--- config.mk ---
export PLATFORM = sky130hd
export DESIGN_NAME = demux1to4_tdm
export DESIGN_NICKNAME = d
export VERILOG_FILES = /design/src/rtl/demux1to4_tdm.sv
export SDC_FILE = /design/constraint.sdc
export NUM_CORES = 1
export LEC_CHECK = 0
export ABC_AREA = 1
export CAP_MARGIN = 10
export CELL_PAD_IN_SITES_DETAIL_PLACEMENT = 0
export CELL_PAD_IN_SITES_GLOBAL_PLACEMENT = 2
export CORE_MARGIN = 8
export CORE_UTILIZATION = 22
export CTS_CLUSTER_SIZE = 12
export DETAILED_ROUTE_END_ITERATION = 10
export PLACE_DENSITY_LB_ADDON = 0.05
export SYNTH_ARGS = -nofsm -noshare
export SYNTH_HDL_FRONTEND = slang
export SYNTH_SLANG_ARGS = --single-unit
--- constraint.sdc ---
create_clock -name clk -period 1.3 [get_ports clk]
set_input_delay 0.195 -clock clk [delete_from_list [all_inputs] [get_ports clk]]
set_output_delay 0.195 -clock clk [all_outputs]
set_load 0.03 [all_outputs]
--- src/rtl/demux1to4_tdm.sv ---
// Time-division 1-to-4 demultiplexer: routes sof-framed slot beats 0..3 onto lanes A..D.
// Optional DEMUX1TO4_ERR_CNT_EN adds a saturating err_cnt output.
module demux1to4_tdm #(
    parameter int WIDTH = 1
) (
    input  logic             clk,
    input  logic             rst,
    input  logic [WIDTH-1:0] din,
    input  logic             din_valid,
    input  logic             sof,
    output logic             din_ready,
    output logic [1:0]       sel,
    output logic [WIDTH-1:0] A,
    output logic [WIDTH-1:0] B,
    output logic [WIDTH-1:0] C,
    output logic [WIDTH-1:0] D,
    output logic             frame_valid,
    input  logic             frame_ready,
    output logic             frame_err
`ifdef DEMUX1TO4_ERR_CNT_EN
    ,
    output logic [7:0]       err_cnt
`endif
);

    typedef enum logic {IDLE, FILL} state_t;

    state_t           state, state_n;
    logic [1:0]       sel_n;
    logic [WIDTH-1:0] s0, s1, s2, s0_n, s1_n, s2_n;
    logic [WIDTH-1:0] a_n, b_n, c_n, d_n;
    logic             fv_n, err_n;
    logic             accept, take, drop;

    // Only the final slot stalls, and only while a held frame is not being taken.
    assign din_ready = rst | ~((sel == 2'd3) & frame_valid & ~frame_ready);
    assign accept    = din_valid & din_ready;
    assign take      = frame_valid & frame_ready;

    always_ff @(posedge clk) begin
        if (rst) begin
            state       <= IDLE;
            sel         <= '0;
            s0          <= '0;
            s1          <= '0;
            s2          <= '0;
            A           <= '0;
            B           <= '0;
            C           <= '0;
            D           <= '0;
            frame_valid <= 1'b0;
            frame_err   <= 1'b0;
        end else begin
            state       <= state_n;
            sel         <= sel_n;
            s0          <= s0_n;
            s1          <= s1_n;
            s2          <= s2_n;
            A           <= a_n;
            B           <= b_n;
            C           <= c_n;
            D           <= d_n;
            frame_valid <= fv_n;
            frame_err   <= err_n;
        end
    end

    always_comb begin
        state_n = state;
        sel_n   = sel;
        s0_n    = s0;
        s1_n    = s1;
        s2_n    = s2;
        a_n     = A;
        b_n     = B;
        c_n     = C;
        d_n     = D;
        fv_n    = frame_valid & ~take;
        err_n   = 1'b0;
        drop    = 1'b0;
        unique case (state)
            IDLE: begin
                if (accept && sof) begin
                    s0_n    = din;
                    sel_n   = 2'd1;
                    state_n = FILL;
                end else if (accept) begin
                    drop = 1'b1;
                end
            end
            FILL: begin
                if (accept && sof) begin
                    err_n = 1'b1;
                    s0_n  = din;
                    sel_n = 2'd1;
                end else if (accept && sel == 2'd3) begin
                    // A completion can only be accepted when the held frame is empty or being taken.
                    a_n     = s0;
                    b_n     = s1;
                    c_n     = s2;
                    d_n     = din;
                    fv_n    = 1'b1;
                    sel_n   = '0;
                    state_n = IDLE;
                end else if (accept) begin
                    if (sel == 2'd1) s1_n = din;
                    else             s2_n = din;
                    sel_n = sel + 2'd1;
                end
            end
            default: state_n = IDLE;
        endcase
    end

`ifdef DEMUX1TO4_ERR_CNT_EN
    always_ff @(posedge clk) begin
        if (rst)
            err_cnt <= '0;
        else if ((err_n || drop) && err_cnt != 8'hFF)
            err_cnt <= err_cnt + 8'd1;
    end
`endif

endmodule

Yosys cells after proc, flatten, opt, wreduce, memory -nomap -nowiden
Index checks and enable logic that the tools add are counted.
{ "word_totals": {"regBits": 12, "input_bits": 6, "word_cells": 49} }
{ "classes": {"addsub": 1, "n_eq_ne": 4, "n_mux": 13, "bitwise_logic": 13, "n_reduce_logical": 7} }
{ "ops": {"columns": ["cell", "count"], "rows": [
  ["$reduce_and 5->1", 2],
  ["$mux 2", 4],
  ["$mux 1", 7],
  ["$not 1->1", 7],
  ["$and 1x1->1", 5],
  ["$ne 4x1->1 const B", 1],
  ["$pmux 2 s2", 1],
  ["$reduce_and 3->1", 1],
  ["$add 2x1->2 const B", 1],
  ["$eq 2x1->1 const B", 1],
  ["$eq 2x2->1 const B", 1],
  ["$logic_and 1x1->1", 2],
  ["$ne 2x2->1 const B", 1],
  ["$pmux 1 s2", 1],
  ["$reduce_and 2->1", 1],
  ["$reduce_or 2->1", 1],
  ["$or 1x1->1", 1]
]} }

Logic depth before layout (Yosys ltp)
Gate-level depths: netlist of the first run.
{ "logic_depth": {"ltp_word": 10, "depth_mapped": 10, "depth_no_buf": 10} }

Worst setup path after synthesis of the first run
Ideal clock, no wire load.
{ "synth_timing": {"kind": "register to register", "start": "register sel[0]", "end": "register s1", "arrival_time_ps": 1484, "setup_slack_ps": -297, "path_stages_with_launch": 11, "path_buffers": 0, "period_less_slack_ps": 1597, "cell_sequence": "dfxtp_1 > ha_1 > inv_2 > nor2_2 > nand2_4 > nand3_1 > nand2_1 > nor2_2 > nand2_1 > nand2_1 > nor2_1"} }
{ "synth_between": {"elab_chain_cells": 9, "elab_cells_between_ends": 12} }
{ "synth_rtl": {"columns": ["item", "line", "text"], "rows": [
  ["start, declared", "12", "output logic [1:0] sel,"],
  ["start signal, assigned", "55", "sel <= sel_n;"],
  ["$eq 2x2->1 *", "36", "assign din_ready = rst | ~((sel == 2'd3) & frame_valid & ~frame_ready);"],
  ["$and 1x1->1 * (2 in a row)", "36", null],
  ["$not 1->1 *", "36", null],
  ["$or 1x1->1 *", "36", null],
  ["net din_ready", "11", "output logic din_ready,"],
  ["$and 1x1->1 *", "37", "assign accept = din_valid & din_ready;"],
  ["$logic_and 1x1->1, on equally long branches", "96, 92", null],
  ["$not 1->1 (no source line)", null, null],
  ["$reduce_and 5->1 (no source line) *", null, null],
  ["end signal, assigned", "57", "s1 <= s1_n;"],
  ["end, declared", "30", "logic [WIDTH-1:0] s0, s1, s2, s0_n, s1_n, s2_n;"]
]} }
Mark *: on every way through the listed nets, which the timed path passes. The rest lies on a longest branch.
A chain may end at the register's enable or synchronous reset.

Worst setup path after layout of the first run
{ "layout_timing": {"start": "register sel[1]", "end": "output port din_ready"} }
{ "layout_between": {"elab_chain_cells": 5} }
{ "layout_rtl": {"columns": ["item", "line"], "rows": [
  ["$eq 2x2->1", "36"],
  ["$and 1x1->1 (2 in a row)", "36"],
  ["$not 1->1", "36"],
  ["$or 1x1->1", "36"],
  ["end, declared", "11"]
]} }
No other way between the ends.

==> reports/results.tsv, run 1 <==
metric	value	unit
numPortBuffers	14	
cp_max_fo	4	
fmax	695	MHz
synth-async-reset-ratio	0	%
dp_slack	-0.281	ns
areaGrowthSynthToFinish	69.0	%
drive_gt1_share	34.6	%
power_density	772	nW/µm²
cts_root_buf	clkbuf_4	
finalMaxSlewViolations	0	
reg2regPathDepth	8	
clockBufferDepth	2	
p_leak	0.414	nW
avgSynthCellArea	7.18	µm²
status	complete, but fails checks	
initial_core_util	22.7	%
drt-total-wl	1440	µm
dr_total_vias	539	
end_kind	output pin	
nNetsFinal	117	
min_from	D$_SDFFE_PP0P_	
r2r_start	sel[1]$_SDFFE_PP0P_	
total_power	721	µW
rsz0062_at_grt	yes	
ys_warn_count	0	
die_x	66.1	µm
cp.arrival	1.24	ns
cts.hold.buffers_added	0	
clk_latency	0.27	ns
max-cap-violations	0	
m1WireLength	673	µm
setup-tns-final	-0.522	ns
antenna_found_initial	0	
peakVddDrop	0.000440	V
synth_common_cells	nand2_1 (20), nor2_1 (18), dfxtp_1 (12)	
grt_max_degree	7	
first_global_vias	580	
yosysSeqAreaShare	43.4	%
dp_hpwl	1100	µm
r2r_setup_slack	-0.10	ns
synthesis.area	553	µm²
globalplace.congestion	0.771	
gr-usage-all-layers	7.93	%
numCtsBuffers	3	
hold_path_end	D$_SDFFE_PP0P_	
setup_viol	9	
r2r-end	sel[1]$_SDFFE_PP0P_	
core	2430	µm²
drtIter0Drc	5	
die_area	4370	µm²
synth_enable_flop_cells	0	
syn_nets	85	
grt_pass1_wl	2680	µm
cts_tree	yes	
highest_layer	met4	
drt_first_pass_iters	2	
netlist_instances	77	
dp_cells	130	
drc	0	
grt-ovfl-total	0	
synth_top_area_share	43.4	%
synth_seq_cells	12	
cp-start-kind	register	
layout_min_cycle_time	1.44	ns
htreeDepth	1	
clk_pin_slew_worst_paths	0.08	ns
clock_sinks	12	
violations	negative setup slack	
antennaDiodeCount	0	
utilization	38.4	%
slew_headroom	79.7	%
worstSetupPathType	register to output pin	
wl_met2	667	µm
synth_top_area_cell	dfxtp_1	
ys.flop_type	dfxtp_1	
hold_class	register to register	
whs_path_depth	2	
ys_types	16	
ios	15	
wl_per_cell	10.5	µm
final_cell_count_no_fill	137	
hold_violations	0	
finalCritPeriodShare	111	%
dieHeight	66.1	µm
ys_top_cells_by_area	dfxtp_1 (43%), nand2_1 (14%), nor2_1 (12%), inv_1 (6.1%), ha_1 (4.5%)	
wl_met3	89	µm
max_slew.worst_pin.slew	0.305	ns
yosysMostFrequentCell	nand2_1	
antenna_left	0	
worst_clock_skew	0.00400	ns
cp.required	1.11	ns
rows	18	
finalWorstSetupSlack	-0.138	ns
vias_per_cell	3.93	
==> layout make-up <==
cell class              instances  area (µm²)
fillers                       268        1500
multi-input cells              55         335
flip-flops and latches         12         249
repair buffers                 26         246
inverters                      11        43.8
well taps                      30        37.5
clock buffers                   3        22.5
==> logic make-up (layout without fill, tap and decap cells) <==
family | count (synthesis) | after routing | synth area share (%)
and+or+nand+nor | 46 | 47 | 39.1
DFF | 12 | 12 | 43.4
buffers and inverters | 11 | 40 | 7.46
AOI/OAI and AO/OA | 6 | 6 | 5.43
adders and majority gates | 2 | 2 | 4.52
==> metrics by stage <==
| step | area, µm² | hold WS (ns) |
|---|---|---|
| 2_1_floorplan | 577 | 0.254 |
| 3_3_place_gp | 820 | 0.449 |
| 3_5_place_dp | 820 | 0.445 |
| 4_1_cts | 876 | 0.457 |
| 5_1_grt | 935 | 0.489 |
| 6_report | 935 | 0.465 |
==> cell usage in the layout (no fill, tap or decap), drive strengths merged <==
| cell | count |
|---|---|
| buf | 13 |
| clkdlybuf4s15 | 2 |
| clkbuf | 3 |
| ha | 2 |
| nor2 | 22 |
| o21ai | 2 |
| dlygate4sd2 | 6 |
| clkinv | 1 |
| dfxtp | 12 |
| nand3 | 1 |
| inv | 10 |
| or2 | 2 |
| a21oi | 4 |
| clkdlybuf4s50 | 5 |
| nand2 | 21 |
| nand4 | 1 |
==> sequential cells by signal, indices dropped and copies added, names as in the netlist <==
register	cells
A	1
state	1
s2	1
s1	1
frame_valid	1
D	1
C	1
s0	1
sel	2
B	1
frame_err	1
==> repair_timing <==
action                     in CTS  in global routing
setup endpoints to repair      16                 11
cloned                          1                  0
setup buffers                   1                  2
gates resized for setup        18                 11
pin swaps                       4                 11
==> power breakdown <==
group	leakage (nW)	switching, mW	internal (mW)
combinational	0.301	0.0569	0.0530
sequential	0.0993	0.00809	0.374
clock	0.0138	0.122	0.107
==> critical path, stage by stage, from the launching register on <==
cell and delay [ns]:
dfxtp_4 0.37, ha_4 0.15, inv_4 0.04, nor2_4 0.09, nand2_4 0.08, buf_6 0.13
buf_6 0.12
==> worst max path at each step <==
stage                              startpoint              to  slack (ns)  cells after the start
after global placement                    rst  C$_SDFFE_PP0P_       -0.27                      8
after CTS                 sel[1]$_SDFFE_PP0P_       din_ready       -0.16                      6
after global routing      sel[1]$_SDFFE_PP0P_       din_ready       -0.21                      6
after detailed placement                  rst  D$_SDFFE_PP0P_       -0.28                      8
after floorplan           sel[1]$_SDFFE_PP0P_  A$_SDFFE_PP0P_       -0.08                      9
final                     sel[1]$_SDFFE_PP0P_       din_ready       -0.14                      6
==> metal layers <==
layer / vias up / GRT usage, %
li1: 297 / -
met1: 234 / 8.85
met2: 6 / 12.8
met3: 2 / 4.07
met4: 0 / 2.40
met5: - / 0
No activity file was read; power rests on OpenSTA's default activity.
==> run 2, diff against run 1 <==
SETUP_SLACK_MARGIN = 0.3   (was not set)
TNS_END_PERCENT = 20   (was not set)
==> run 2 against run 1 <==
Effect of this change: the flow still finishes with violations (negative setup slack); combinational power shrank 6%; utilization shrank 0.10 points; worst hold slack lost 0.013 ns; register-to-register slack gained 0.04 ns; first-iteration DRC count grew to 6.0 times the previous value; clock skew grew 0.0050 ns; sequential power is essentially flat; flip-flop and latch count is the same; die area is the same; maximum frequency grew 0.12%; largest cell class unchanged; largest power group unchanged; highest routed layer unchanged.
==> reports/results.tsv, run 2 (same netlist as run 1, synthesis figures left out) <==
metric	value	unit
status	complete, but fails checks	
violations	negative setup slack	
rsz0062_at_grt	yes	
finalMaxSlewViolations	0	
pwr-share-seq	48.3	%
hold_class	register to register	
cp.arrival	1.24	ns
clk_pin_slew_worst_paths	0.09	ns
fmax	696	MHz
die_area	4370	µm²
dieHeight	66.1	µm
drive_gt1_share	39.1	%
clkPwrFrac	38.7	%
clockBufferDepth	2	
worstSetupPathType	register to output pin	
layout_min_cycle_time	1.44	ns
dp_hpwl	1050	µm
whs_path_depth	2	
cts_root_buf	clkbuf_4	
drt_first_pass_iters	4	
setup_viol	8	
drt-total-wl	1440	µm
regMostFlops	sel	
fin_hold_ws	0.452	ns
final_cell_mix	nand2_1 (19), nor2_1 (17), buf_4 (14)	
rows	18	
drc	0	
end_kind	output pin	
reg2regPathDepth	8	
pwr-share-comb	13.0	%
wl_per_cell	10.3	µm
antennaDiodeCount	0	
peakVddDrop	0.000589	V
largest_reg_flops	2	
initial_core_util	22.7	%
grt_pass1_wl	2440	µm
worst_clock_skew	0.00895	ns
multiInputGateArea	309	µm²
max-cap-violations	0	
clock_sinks	12	
antenna_found_initial	0	
final_cell_count_no_fill	140	
finalWorstSetupSlack	-0.136	ns
vias_per_cell	3.94	
cp.required	1.11	ns
ios	15	
hold_violations	0	
p_leak	0.410	nW
numCtsBuffers	3	
dp_cells	130	
netSwitchingFraction	24.6	%
grt_max_degree	10	
nNetsFinal	119	
max_slew.worst_pin.slew	0.264	ns
areaGrowthSynthToFinish	68.6	%
power.internal	595	µW
clk_latency	0.28	ns
dr_total_vias	551	
gr-usage-all-layers	7.26	%
first_global_vias	515	
cp_max_fo	4	
globalplace.congestion	0.755	
core	2430	µm²
total_power	790	µW
antenna_left	0	
die_x	66.1	µm
drtIter0Drc	30	
regArea	249	µm²
numPortBuffers	14	
finalCritPeriodShare	110	%
htreeDepth	1	
dp_slack	-0.282	ns
cts_tree	yes	
slew_headroom	82.2	%
mostFrequentLayoutCell	nand2_1	
cp-start-kind	register	
power_switching	195	µW
power_density	848	nW/µm²
nFillCells	262	
grt-ovfl-total	0	
==> run 2: cell count changes in the layout (fill, tap and decap cells not counted), sizes merged <==
cell	delta
buf	+9
clkbuf	+1
clkdlybuf4s15	-1
dlygate4sd2	-6
==> run 2: worst paths after layout <==
kind / startpoint / end / slack (ns)
worst max-delay path: sel[0]$_SDFFE_PP0P_ / din_ready / -0.14
worst min-delay path: s0$_SDFFE_PP0P_ / s0$_SDFFE_PP0P_ / 0.45
worst max register to register: sel[1]$_SDFFE_PP0P_ / s2$_SDFFE_PP0P_ / -0.06
worst min register to register: s0$_SDFFE_PP0P_ / s0$_SDFFE_PP0P_ / 0.45
==> run 2: what timing repair did <==
| item | 4_1_cts | 5_1_grt |
|---|---|---|
| buffers inserted | 4 | 1 |
| endpoints found under the setup margin | 21 | 21 |
| gates resized for setup | 46 | 15 |
| pin swaps | 6 | 5 |
| hold buffers | 0 | 0 |
| gates cloned | 0 | 1 |
==> run 2: metrics by stage <==
stage / cell area, µm² / TNS [ns] / utilization, %
floorplan: 577 / -0.430 / -
global placement: 820 / -2.20 / 33.7
detailed placement: 820 / -2.24 / 33.7
CTS: 891 / -0.671 / 36.6
global route: 932 / -1.38 / 38.3
finish: 932 / -0.440 / 38.3
==> run 2: power by group through the flow <==
stage	logic, mW	registers [mW]	clock network [mW]
finish	0.103	0.382	0.305
global route	0.113	0.383	0.349
CTS	0.0980	0.382	0.321
detailed placement	0.0877	0.391	0
global placement	0.0887	0.392	0
floorplan	0.0355	0.397	0
==> run 2: final cells by class <==
type / instances / area share, %
multi-input cells: 55 / 33.2
repair buffers: 28 / 27.5
flip-flops and latches: 12 / 26.7
inverters: 11 / 4.70
well taps: 30 / 4.03
clock buffers: 4 / 3.89
==> run 2: metal layers <==
metal  global-route usage (%)  up-vias  part of all wire, %
met5                        0        -                    0
met4                     2.40        0                 0.91
met3                     4.07        2                  6.9
met2                     10.3        8                   43
met1                     9.02      240                   49
li1                         -      301                    -
==> run 2: critical path, cell delays in order, from the launching register on <==
cell,delay [ns]
dfxtp_4,0.37
ha_4,0.15
inv_4,0.04
nor2_4,0.09
nand2_4,0.08
buf_6,0.13
buf_6,0.12
